[src/rtl/io_fifo_tester.sv]
// io_fifo_tester: multi-channel 4-phase traffic generator and in-order checker for FIFO/link DUTs.
// Optional macro NS_TESTER_BACKPRESSURE_EN adds LFSR-driven sink acknowledge delays.
module io_fifo_tester #(
  parameter int NCH        = 2,
  parameter int DSZ        = 8,
  parameter int MIN_ADDR   = 0,
  parameter int MAX_ADDR   = 55,
  parameter int REF_ADDR   = 23,
  parameter int NUM_ROUNDS = 4
) (
  input  logic               i_clk,
  input  logic               reset,
  output logic [NCH-1:0]     src_req,
  input  logic [NCH-1:0]     src_ack,
  output logic [NCH*DSZ-1:0] src_data,
  input  logic [NCH-1:0]     snk_req,
  output logic [NCH-1:0]     snk_ack,
  input  logic [NCH*DSZ-1:0] snk_data,
  output logic               o_done,
  output logic               o_err,
  output logic [3:0]         o_leds,
  output logic [3:0]         o_disp0,
  output logic [3:0]         o_disp1
);
  localparam int RW = 16;
  localparam logic [DSZ-1:0] MINV = DSZ'(MIN_ADDR);
  localparam logic [DSZ-1:0] MAXV = DSZ'(MAX_ADDR);
  localparam logic [DSZ-1:0] REFV = DSZ'(REF_ADDR);
  localparam logic [RW-1:0]  NRV  = RW'(NUM_ROUNDS);
  localparam logic [3:0]     NCHV = 4'(NCH);

  typedef enum logic [1:0] {S_IDLE, S_REQ, S_REL, S_DONE} src_st_e;
  typedef enum logic [1:0] {K_WAIT, K_HOLD, K_ACK, K_DONE} snk_st_e;

  logic [NCH-1:0] mis, busy, sdone, kdone;
  logic [3:0]     got_ch [NCH+1];
  logic [3:0]     exp_ch [NCH+1];

  assign got_ch[NCH] = '0;
  assign exp_ch[NCH] = '0;

  for (genvar c = 0; c < NCH; c++) begin : g_ch
    src_st_e        sst_q;
    snk_st_e        kst_q;
    logic [DSZ-1:0] cnt_q, cnt_d, exp_q, exp_d, dat_q, got;
    logic [RW-1:0]  srnd_q, srnd_d, krnd_q, krnd_d;
    logic           req_q, ack_q, slast, klast;
`ifdef NS_TESTER_BACKPRESSURE_EN
    logic [7:0]     lfsr_q;
    logic [2:0]     dly_q;
`endif

    assign got = snk_data[c*DSZ +: DSZ];

    always_comb begin
      cnt_d  = (cnt_q == MAXV) ? MINV : cnt_q + DSZ'(1);
      srnd_d = (cnt_q == MAXV) ? srnd_q + RW'(1) : srnd_q;
      slast  = (cnt_q == MAXV) && (NUM_ROUNDS != 0) && (srnd_d == NRV);
      exp_d  = (exp_q == MAXV) ? MINV : exp_q + DSZ'(1);
      krnd_d = (exp_q == MAXV) ? krnd_q + RW'(1) : krnd_q;
      klast  = (exp_q == MAXV) && (NUM_ROUNDS != 0) && (krnd_d == NRV);
    end

    always_ff @(posedge i_clk) begin
      if (reset) begin
        sst_q  <= S_IDLE;
        req_q  <= 1'b0;
        dat_q  <= '0;
        cnt_q  <= MINV;
        srnd_q <= '0;
      end else begin
        case (sst_q)
          S_IDLE: begin
            sst_q <= S_REQ;
            req_q <= 1'b1;
            dat_q <= cnt_q;
          end
          S_REQ: if (src_ack[c]) begin
            sst_q <= S_REL;
            req_q <= 1'b0;
          end
          S_REL: if (!src_ack[c]) begin
            cnt_q  <= cnt_d;
            srnd_q <= srnd_d;
            if (slast) begin
              sst_q <= S_DONE;
            end else begin
              sst_q <= S_REQ;
              req_q <= 1'b1;
              dat_q <= cnt_d;
            end
          end
          default: req_q <= 1'b0;
        endcase
      end
    end

    always_ff @(posedge i_clk) begin
      if (reset) begin
        kst_q  <= K_WAIT;
        ack_q  <= 1'b0;
        exp_q  <= MINV;
        krnd_q <= '0;
`ifdef NS_TESTER_BACKPRESSURE_EN
        lfsr_q <= 8'hA5 ^ 8'(c);
        dly_q  <= '0;
`endif
      end else begin
        case (kst_q)
          K_WAIT: if (snk_req[c]) begin
`ifdef NS_TESTER_BACKPRESSURE_EN
            if (lfsr_q[2:0] == 3'd0) begin
              kst_q <= K_ACK;
              ack_q <= 1'b1;
            end else begin
              kst_q <= K_HOLD;
              dly_q <= lfsr_q[2:0] - 3'd1;
            end
`else
            kst_q <= K_ACK;
            ack_q <= 1'b1;
`endif
          end
`ifdef NS_TESTER_BACKPRESSURE_EN
          K_HOLD: begin
            if (dly_q == 3'd0) begin
              kst_q <= K_ACK;
              ack_q <= 1'b1;
            end else begin
              dly_q <= dly_q - 3'd1;
            end
          end
`endif
          K_ACK: if (!snk_req[c]) begin
            ack_q  <= 1'b0;
            exp_q  <= exp_d;
            krnd_q <= krnd_d;
            kst_q  <= klast ? K_DONE : K_WAIT;
`ifdef NS_TESTER_BACKPRESSURE_EN
            // Fibonacci LFSR, taps 8,6,5,4
            lfsr_q <= {lfsr_q[6:0], lfsr_q[7] ^ lfsr_q[5] ^ lfsr_q[4] ^ lfsr_q[3]};
`endif
          end
          default: ack_q <= 1'b0;
        endcase
      end
    end

    assign src_req[c]              = req_q;
    assign snk_ack[c]              = ack_q;
    assign src_data[c*DSZ +: DSZ]  = dat_q;
    assign mis[c]                  = (kst_q == K_WAIT) && snk_req[c] && (got != exp_q);
    assign busy[c]                 = (sst_q == S_REQ) || (sst_q == S_REL);
    assign sdone[c]                = (sst_q == S_DONE);
    assign kdone[c]                = (kst_q == K_DONE);
    // Priority chain from the top channel down so the lowest mismatching channel wins
    assign got_ch[c] = mis[c] ? got[3:0]   : got_ch[c+1];
    assign exp_ch[c] = mis[c] ? exp_q[3:0] : exp_ch[c+1];
  end

  logic       done_q, err_q, ref_q, busy_q, ref_hit0;
  logic [3:0] egot_q, eexp_q, disp0_q, disp1_q;

  assign ref_hit0 = (g_ch[0].kst_q == K_WAIT) && snk_req[0] && (snk_data[DSZ-1:0] == REFV);

  always_ff @(posedge i_clk) begin
    if (reset) begin
      done_q  <= 1'b0;
      err_q   <= 1'b0;
      ref_q   <= 1'b0;
      busy_q  <= 1'b0;
      egot_q  <= '0;
      eexp_q  <= '0;
      disp0_q <= '0;
      disp1_q <= '0;
    end else begin
      done_q <= (NUM_ROUNDS != 0) && (&sdone) && (&kdone);
      busy_q <= |busy;
      ref_q  <= ref_q | ref_hit0;
      if ((|mis) && !err_q) begin
        err_q  <= 1'b1;
        egot_q <= got_ch[0];
        eexp_q <= exp_ch[0];
      end
      if (err_q) begin
        disp0_q <= egot_q;
        disp1_q <= eexp_q;
      end else if (done_q) begin
        disp0_q <= NCHV;
        disp1_q <= g_ch[0].krnd_q[3:0];
      end else begin
        disp0_q <= g_ch[0].exp_q[3:0];
        disp1_q <= g_ch[0].krnd_q[3:0];
      end
    end
  end

  assign o_done  = done_q;
  assign o_err   = err_q;
  assign o_leds  = {ref_q, busy_q, err_q, done_q};
  assign o_disp0 = disp0_q;
  assign o_disp1 = disp1_q;
endmodule
[config.mk]
export PLATFORM = sky130hd
export DESIGN_NAME = io_fifo_tester
export DESIGN_NICKNAME = d
export VERILOG_FILES = /design/src/rtl/io_fifo_tester.sv
export SDC_FILE = /design/constraint.sdc
export NUM_CORES = 1
export LEC_CHECK = 0
export ABC_AREA = 1
export BUFFER_PORTS_ARGS = -buffer_cell sky130_fd_sc_hd__buf_2
export CELL_PAD_IN_SITES_DETAIL_PLACEMENT = 0
export CELL_PAD_IN_SITES_GLOBAL_PLACEMENT = 1
export CORE_ASPECT_RATIO = 2
export CORE_UTILIZATION = 43
export CTS_CLUSTER_SIZE = 28
export DETAILED_ROUTE_END_ITERATION = 16
export GPL_TIMING_DRIVEN = 0
export PLACE_DENSITY_LB_ADDON = 0.1
export SYNTH_ARGS = -nofsm -noshare
export SYNTH_HDL_FRONTEND = slang
export SYNTH_SLANG_ARGS = --single-unit
[constraint.sdc]
create_clock -name i_clk -period 2.6 [get_ports i_clk]
set_input_delay 0.13 -clock i_clk [delete_from_list [all_inputs] [get_ports i_clk]]
set_output_delay 0.13 -clock i_clk [all_outputs]
set_load 0.03 [all_outputs]
==> flow_summary.toml, run 1 <==
[cells_and_area]
fill_cells = 2147
layout-drive-gt1-share_pct = 10.2
area_delta_synth_final_pct = 14.9
regArea_sq_um = 2890
final_util_pct = 50.1
multi_input_area_sq_um = 4760
final_nets = 1497
antenna_cells = 0

[worst_hold_path]
min_path_cells = 4
hp-class = "in2reg"
min_from = "src_ack[1]"
hold_end = "g_ch[1].sst_q[0]"

[cts]
cts.clk_slew.worst_paths_ns = 0.07
clkSinkCount = 144
clock_latency_ns = 0.45
post_cts.repair.setup_buffers = 0
cts.path.max_buffers = 2
cts_tree = "yes"
cts_buffers = 17
cts_root_buf = "clkbuf_16"
htree_levels = 4

[logic_synthesis]
synth_area_leaders = "dfxtp_1, nand2_1, inv_1"
synth_edf_count = 0
ys_async_sr_fraction_pct = 0
synth_most_common_cell = "nand2_1"
synth_ff_type = "dfxtp_1"
syn_avg_cell_area_sq_um = 6.28
ys_seq_area_share_pct = 33.4
yosysWarnings = 0
mappedNetlistArea_sq_um = 8640
synth_area_leader_cell = "dfxtp_1"
synth_nets = 1415
synthDistinctLibCells = 38
ys_top_cells_by_count = "nand2_1, inv_1, nor2_1, dfxtp_1, o21ai_0"
synthCells = 1377
ys_seq_elements = 144
synth_top_area_share_pct = 33.4

[placement]
detailed_place_hpwl_mm = 19.9
port_buffers = 55
place.gp.congestion = 0.871

[setup_path]
cp-end-kind = "flip-flop"
worstPathMaxFanout = 7
reg2reg_to = "g_ch[1].kst_q[1]"
reg2reg_from = "g_ch[1].exp_q[0]"
crit_arrival_ns = 2.77
start_kind = "flip-flop"
r2r_cells = 13
crit_required_ns = 2.97
r2r_setup_slack_ns = 0.20
critical_path_class = "reg2reg"

[floorplanning]
coreArea_sq_um = 19800
io_pins = 56
row_count = 73
die_y_um = 203
die_w_um = 102
fp.dieArea_sq_um = 20700
start_util_pct = 43.6

[grt]
grt.total_usage_pct = 26.2
grt_max_degree = 17
grt_pass1_wl_mm = 41.1
grt_pass1_vias = 8415
antenna_found_initial = 0
grt_overflow_total = 0

[timing]
holdWs_ns = 0.0484
worstMarginPinSlew_ns = 0.728
hold_viol_final = 0
final-setup-viol-count = 0
slew_headroom_pct = 51.4
fin_crit_sh_pct = 92.2
min_period_ns = 2.40
rsz0062_at_grt = "false"
fmax_mhz = 417
fin_worst_skew_ns = 0.00981
fin_setup_tns_ns = 0
slew_viol_final = 0

[pwr]
p_leak_nw = 4.52
power.density_nw_per_um2 = 592
ir_worst_vdd_uv = 411

[routing]
wl_met3_um = 690
vias_per_cell = 5.00
highest_layer = "met4"
dr.pass1.iters = 5
met1_length_mm = 9.05
first_iter_violations = 253
wl_met2_mm = 14.7
ant_nets = 0
drt-total-wl_mm = 25.4
drcViolationCount = 0
wire_per_inst_um = 14.7
vias = 8673

[run_status]
status = "complete, no violations"

[flow_run]
maxCapViolCount = 0
-- routing by layer --
layer	track usage (%)	up-vias
li1	-	4549
met1	23.7	3913
met2	52.8	151
met3	4.23	60
met4	13.0	0
met5	0	-
-- worst max path at each step --
stage                      start          endpoint  slack (ns)
4_1_cts         g_ch[0].exp_q[0]  g_ch[0].kst_q[0]        0.04
3_3_place_gp    g_ch[0].cnt_q[0]  g_ch[0].dat_q[3]        0.06
5_1_grt        g_ch[1].srnd_q[1]  g_ch[1].dat_q[6]       0.003
2_1_floorplan   g_ch[0].cnt_q[0]  g_ch[0].dat_q[2]        0.68
6_report        g_ch[1].exp_q[0]  g_ch[1].kst_q[1]        0.20
3_5_place_dp    g_ch[0].cnt_q[0]  g_ch[0].dat_q[3]        0.07
-- where the power goes --
part           switching [mW]  internal [mW]
Combinational           0.634          0.321
Sequential              0.115           2.36
Clock                    1.11           1.35
Total                    1.86           4.02
-- stage by stage --
stage	instance area [sq um]	setup WS, ns	total power [mW]	cells
after detailed placement	9250	0.0656	3.47	1694
after global placement	9250	0.0570	3.47	1694
after floorplan	8640	0.681	3.20	1377
after CTS	9900	0.0417	5.95	1733
after global routing	9930	0.00314	6.18	1733
final	9930	0.202	5.88	1733
-- sequential cells by signal (all words and copies together), names as in the netlist, 2 cells and up --
name / count
eexp_q: 4
egot_q: 4
g_ch.ack_q: 2
g_ch.cnt_q: 16
g_ch.dat_q: 16
g_ch.exp_q: 16
g_ch.krnd_q: 32
g_ch.kst_q: 4
g_ch.req_q: 2
g_ch.srnd_q: 32
g_ch.sst_q: 4
o_disp0: 4
o_disp1: 4
-- what timing repair did --
action / CTS / global route
hold buffers: 8 / 0
resized for setup: 0 / 15
endpoints found under the hold margin: 7 / 0
setup endpoints to repair: 0 / 21
-- kinds of logic after synthesis --
logic type      Yosys count  synth area share (%)
buf+inv                 254                  11.8
simple gates            695                  34.6
flops                   144                  33.4
compound gates          244                  15.4
fa+ha+maj                16                  2.32
xor+xnor                 24                  2.43
-- cells in the final DEF, fill, tap and decap left out, types with 7 or more instances in the layout --
| master | n |
|---|---|
| nor2_1 | 170 |
| ha_1 | 15 |
| nand2_1 | 361 |
| xor2_1 | 15 |
| buf_2 | 57 |
| nand2_2 | 10 |
| o211ai_1 | 20 |
| o21ai_0 | 111 |
| a21oi_1 | 89 |
| a211oi_1 | 11 |
| xnor2_1 | 9 |
| nor3_1 | 16 |
| dlygate4sd3_1 | 8 |
| clkbuf_1 | 28 |
| nor2_2 | 9 |
| nand3_1 | 71 |
| buf_4 | 8 |
| inv_1 | 202 |
| inv_6 | 8 |
| clkbuf_16 | 17 |
| dfxtp_1 | 141 |
| nand4_1 | 25 |
| or2_2 | 7 |
-- worst max-delay path, stage by stage (launching register included) --
cell and delay, ns:
dfxtp_1 0.38, ha_1 0.21, nand2_1 0.08, nor2_1 0.09
nand3_1 0.37, nor2_1 0.30, nand3_1 0.09, nand2_1 0.11
nand3_1 0.12, nor2_1 0.11, nand3_1 0.15, nand2_1 0.12
nand2_1 0.06, a21oi_1 0.12
-- final cells by class --
class	instances	share of cell area, %
plain buffers	47	2.51
clock buffers	17	4.28
clock inverters	14	1.47
inverters	207	7.82
multi-input cells	979	48.0
flip-flops and latches	144	29.1
well taps	262	3.30
repair buffers	63	3.58
(Power assumes the default switching activity.)
==> run 2: changes to the inputs <==
--- a/config.mk
+++ b/config.mk
@@ -9,7 +9,8 @@
 export BUFFER_PORTS_ARGS = -buffer_cell sky130_fd_sc_hd__buf_2
 export CELL_PAD_IN_SITES_DETAIL_PLACEMENT = 0
 export CELL_PAD_IN_SITES_GLOBAL_PLACEMENT = 1
-export CORE_ASPECT_RATIO = 2
+export CORE_ASPECT_RATIO = 0.5
+export CORE_MARGIN = 5
 export CORE_UTILIZATION = 43
 export CTS_CLUSTER_SIZE = 28
 export DETAILED_ROUTE_END_ITERATION = 16
==> flow_summary.toml, run 2 (synthesized netlist as in run 1, its figures left out) <==
[cts]
clkSinkCount = 144
cts.clk_slew.worst_paths_ns = 0.06
cts_tree = "yes"
htree_levels = 4
cts_buffers = 17
clock_latency_ns = 0.43
cts.path.max_buffers = 2
cts_root_buf = "clkbuf_16"
post_cts.repair.setup_buffers = 0

[setup_path]
start_kind = "flip-flop"
cp-end-kind = "flip-flop"
crit_chain = "ha_2, nand2_1, nor2_2, nand2_1, buf_6, nand2_1, nand2_1, nor2_1, nand3_1, nor2_2, nand2_2, nand3_4, buf_6, nand2_2, nand2_1, nor2_1"
cpPeakStageDelay_ns = 0.37
cp.depth = 16
path_buf_inv = 2
cp-startpoint = "g_ch[1].cnt_q[1]"
cpMaxStageDelayCell = "dfxtp_1"
crit_required_ns = 2.93
crit_arrival_ns = 2.70
critical_path_class = "reg2reg"
cp_common_cell = "nand2_1"
crit_family = "simple AND/OR/NAND/NOR gates"
reg2reg_from = "g_ch[1].cnt_q[1]"
r2r_cells = 16
worstPathMaxFanout = 10
r2r_setup_slack_ns = 0.23
crit_path_end = "g_ch[1].dat_q[5]"
reg2reg_to = "g_ch[1].dat_q[5]"

[timing]
min_period_ns = 2.37
final-setup-viol-count = 0
fmax_mhz = 422
hold_viol_final = 0
fin_crit_sh_pct = 91.2
fin_setup_tns_ns = 0
slew_headroom_pct = 45.7
worstMarginPinSlew_ns = 0.815
slew_viol_final = 0
rsz0062_at_grt = "false"
fin_worst_skew_ns = 0.00803

[floorplanning]
start_util_pct = 44.1
die_y_um = 110
die_w_um = 211
fp.dieArea_sq_um = 23200
io_pins = 56
row_count = 36
coreArea_sq_um = 19600

[placement]
detailed_place_hpwl_mm = 17.7
placed_area_sq_um = 9250
place.gp.congestion = 0.844
port_buffers = 55
dp.cells = 1698

[grt]
grt_pass1_vias = 8128
antenna_found_initial = 0
grt_pass1_wl_mm = 40.7
grt_max_degree = 17
grt_overflow_total = 0
grt.total_usage_pct = 21.7

[pwr]
ir_worst_vdd_uv = 449
power.density_nw_per_um2 = 608
p_leak_nw = 4.52

[flow_run]
maxCapViolCount = 0

[cells_and_area]
area_delta_synth_final_pct = 14.9
layout_commonest_cell = "nand2_1"
fin_cells = 1734
antenna_cells = 0
final_cell_mix = "nand2_1, inv_1, nor2_1, dfxtp_1, o21ai_0"
layout-drive-gt1-share_pct = 9.67
final_nets = 1494
largestRegisters = "g_ch.krnd_q x32, g_ch.srnd_q x32"
fin_area_sq_um = 9930

[routing]
vias_per_cell = 4.94
ant_nets = 0
wire_per_inst_um = 13.8
dr.pass1.iters = 5
first_iter_violations = 509
drcViolationCount = 0
drt-total-wl_mm = 23.9
vias = 8566

[run_status]
status = "complete, no violations"

[worst_hold_path]
hp-class = "in2reg"
[run 2: cell count changes in the layout (fill, tap and decap cells not counted), moves of 2 or more]
cell and delta:
clkinv_2 +4, dfxtp_1 +2, inv_6 -8, inv_8 -2
clkbuf_1 +3, dlygate4sd3_1 -3, nor2_4 -2, dfxtp_2 -2
clkbuf_2 -2, bufinv_16 +3
[run 2: area by class of cell]
class / instances / area [sq um]
Fill cell: 2055 / 9670
Multi-Input combinational cell: 979 / 4750
Sequential cell: 144 / 2880
Inverter: 207 / 781
Clock buffer: 20 / 447
Tap cell: 266 / 333
Timing Repair Buffer: 60 / 325
Buffer: 47 / 246
Clock inverter: 11 / 164
[run 2: power by group]
part / switching (mW) / internal, mW / total [mW] / leakage, nW
sequential: 0.117 / 2.36 / 2.47 / 1.17
clock: 0.983 / 1.62 / 2.60 / 0.296
combinational: 0.645 / 0.319 / 0.964 / 3.05
total: 1.74 / 4.29 / 6.04 / 4.52
[run 2: how the worst min path moves through the flow]
stage                       startpoint          endpoint  slack (ns)  depth (start not counted)
after floorplan            snk_data[8]         egot_q[0]        0.27                          2
after global routing        snk_req[0]  g_ch[0].kst_q[1]        0.02                          3
after CTS                   snk_req[0]  g_ch[0].kst_q[1]      0.0006                          3
after detailed placement  snk_data[10]         egot_q[2]        0.42                          3
after global placement     snk_data[8]         egot_q[0]        0.40                          3
final                       snk_req[0]  g_ch[0].kst_q[1]        0.01                          3
[run 2: routing by layer]
metal	GRT usage (%)	vias up	wire [um]
met3	3.76	21	1030
li1	-	4536	-
met5	0	-	0
met1	30.0	3867	12000
met2	35.7	142	10600
met4	5.09	0	266
[run 2: what timing repair did]
| item | CTS | global route |
|---|---|---|
| resized for setup | 0 | 6 |
| endpoints found under the hold margin | 5 | 0 |
| hold buffers | 5 | 0 |
| endpoints found under the setup margin | 0 | 19 |
[run 2: worst register-to-register path, cell delays in order (launching register included)]
cell,delay (ns)
dfxtp_1,0.37
ha_2,0.23
nand2_1,0.10
nor2_2,0.13
nand2_1,0.13
buf_6,0.18
nand2_1,0.07
nand2_1,0.08
nor2_1,0.16
nand3_1,0.13
nor2_2,0.16
nand2_2,0.10
nand3_4,0.13
buf_6,0.16
nand2_2,0.04
nand2_1,0.05
nor2_1,0.04
[run 2: through the flow]
stage          setup WS [ns]  power (mW)  hold WS (ns)  utilization (%)
3_3_place_gp           0.175        3.47         0.400             47.2
4_1_cts                0.179        6.09      0.000633             50.6
6_report               0.229        6.04        0.0116             50.7
5_1_grt              0.00848        6.36        0.0196             50.7
3_5_place_dp           0.196        3.48         0.419             47.2
2_1_floorplan          0.681        3.20         0.274                -
==> run 3: changes to the inputs <==
--- a/config.mk
+++ b/config.mk
@@ -15,6 +15,7 @@
 export CTS_CLUSTER_SIZE = 28
 export DETAILED_ROUTE_END_ITERATION = 16
 export GPL_TIMING_DRIVEN = 0
+export MAX_ROUTING_LAYER = met4
 export PLACE_DENSITY_LB_ADDON = 0.1
 export SYNTH_ARGS = -nofsm -noshare
 export SYNTH_HDL_FRONTEND = slang
==> flow_summary.toml, run 3 (synthesized netlist as in run 1, its figures left out) <==
[run_status]
status = "complete, no violations"

[cells_and_area]
largestRegisters = "g_ch.krnd_q x32, g_ch.srnd_q x32"
area_delta_synth_final_pct = 14.9
layout_commonest_cell = "nand2_1"
fin_area_sq_um = 9930
final_cell_mix = "nand2_1, inv_1, nor2_1, dfxtp_1, o21ai_0"
layout-drive-gt1-share_pct = 9.67
final_nets = 1494
antenna_cells = 0
final_util_pct = 50.7

[timing]
final-setup-viol-count = 0
worstMarginPinSlew_ns = 0.818
fin_crit_sh_pct = 91.0
setup_slack_ns = 0.235
fin_worst_skew_ns = 0.00727
min_period_ns = 2.37
slew_viol_final = 0
hold_viol_final = 0
fmax_mhz = 423
fin_setup_tns_ns = 0
rsz0062_at_grt = "false"
slew_headroom_pct = 45.5

[routing]
wire_per_inst_um = 13.8
vias_per_cell = 4.96
ant_nets = 0
dr.pass1.iters = 5
vias = 8595
drcViolationCount = 0
drt-total-wl_mm = 24.0
first_iter_violations = 540

[setup_path]
cp-startpoint = "g_ch[1].cnt_q[1]"
crit_path_end = "g_ch[1].dat_q[6]"
cp-end-kind = "flip-flop"
reg2reg_from = "g_ch[1].cnt_q[1]"
crit_arrival_ns = 2.70
critical_path_class = "reg2reg"
r2r_cells = 16
r2r_setup_slack_ns = 0.23
crit_required_ns = 2.93
reg2reg_to = "g_ch[1].dat_q[6]"
start_kind = "flip-flop"
worstPathMaxFanout = 10

[pwr]
p_int_mw = 4.29
p_seq_share_pct = 40.9
pwr-share-clk_pct = 43.1
power_mw = 6.04
p_leak_nw = 4.52
swShare_pct = 28.9
power.density_nw_per_um2 = 609
p_sw_mw = 1.75
ir_worst_vdd_uv = 450
comb_power_share_pct = 16.0

[placement]
placed_area_sq_um = 9250
place.gp.congestion = 0.858
port_buffers = 55
detailed_place_hpwl_mm = 17.7
dpl_worst_slack_ns = 0.196

[floorplanning]
io_pins = 56
start_util_pct = 44.1
row_count = 36
fp.dieArea_sq_um = 23200
die_y_um = 110
die_w_um = 211
coreArea_sq_um = 19600

[cts]
cts_tree = "yes"
cts_root_buf = "clkbuf_16"
cts.path.max_buffers = 2
post_cts.repair.setup_buffers = 0
clock_latency_ns = 0.43
clkSinkCount = 144
cts.clk_slew.worst_paths_ns = 0.06
htree_levels = 4
cts_buffers = 17

[grt]
grt_overflow_total = 0
grt_max_degree = 17
antenna_found_initial = 0
grt_pass1_wl_mm = 40.7
grt_pass1_vias = 8121
grt.total_usage_pct = 22.3

[worst_hold_path]
hp-class = "in2reg"

[flow_run]
maxCapViolCount = 0
## run 3: power groups by stage
stage | combinational [mW] | sequential (mW) | clock [mW]
3_3_place_gp | 0.952 | 2.51 | 0
6_report | 0.964 | 2.47 | 2.61
2_1_floorplan | 0.594 | 2.60 | 0
5_1_grt | 1.10 | 2.50 | 2.76
4_1_cts | 0.970 | 2.47 | 2.65
3_5_place_dp | 0.959 | 2.52 | 0
## run 3: critical path, cell delays in order, from the launching register on
cell and delay (ns):
dfxtp_1 0.37, ha_2 0.23, nand2_1 0.10, nor2_2 0.13, nand2_1 0.13, buf_6 0.18, nand2_1 0.07, nand2_1 0.08
nor2_1 0.16, nand3_1 0.13, nor2_2 0.16, nand2_2 0.10, nand3_4 0.13, buf_6 0.16, nand2_2 0.04, nand2_1 0.05
nor2_1 0.04
## run 3: what timing repair did
| item | 4_1_cts | 5_1_grt |
|---|---|---|
| hold endpoints to repair | 5 | 0 |
| setup endpoints to repair | 0 | 18 |
| hold buffers | 5 | 0 |
| gates resized for setup | 0 | 6 |
## run 3: worst min-delay path by stage
stage	start	end	slack, ns	cells after the start
global placement	snk_data[8]	egot_q[0]	0.40	3
finish	snk_req[0]	g_ch[0].kst_q[1]	0.01	3
detailed placement	snk_data[10]	egot_q[2]	0.42	3
CTS	snk_req[0]	g_ch[0].kst_q[1]	0.0006	3
floorplan	snk_data[8]	egot_q[0]	0.27	2
global route	snk_req[0]	g_ch[0].kst_q[1]	0.02	3
## run 3: through the flow
step / instances / hold WS (ns)
2_1_floorplan: 1377 / 0.274
3_3_place_gp: 1698 / 0.400
3_5_place_dp: 1698 / 0.419
4_1_cts: 1734 / 0.000633
5_1_grt: 1734 / 0.0196
6_report: 1734 / 0.0117
## run 3: final cells by class
class                           instances  area, sq um
Fill cell                            2055         9670
Multi-Input combinational cell        979         4750
Sequential cell                       144         2880
Inverter                              207          781
Clock buffer                           20          447
Tap cell                              266          333
Timing Repair Buffer                   60          325
Buffer                                 47          246
Clock inverter                         11          164
## run 3: layer usage
layer  up-vias  track usage (%)  share of wire [%]
li1       4538                -                  -
met1      3887             30.2                 51
met2       148             35.5                 44
met3        22             3.70                3.7
met4         0             5.09                1.1
met5         -                -                  0
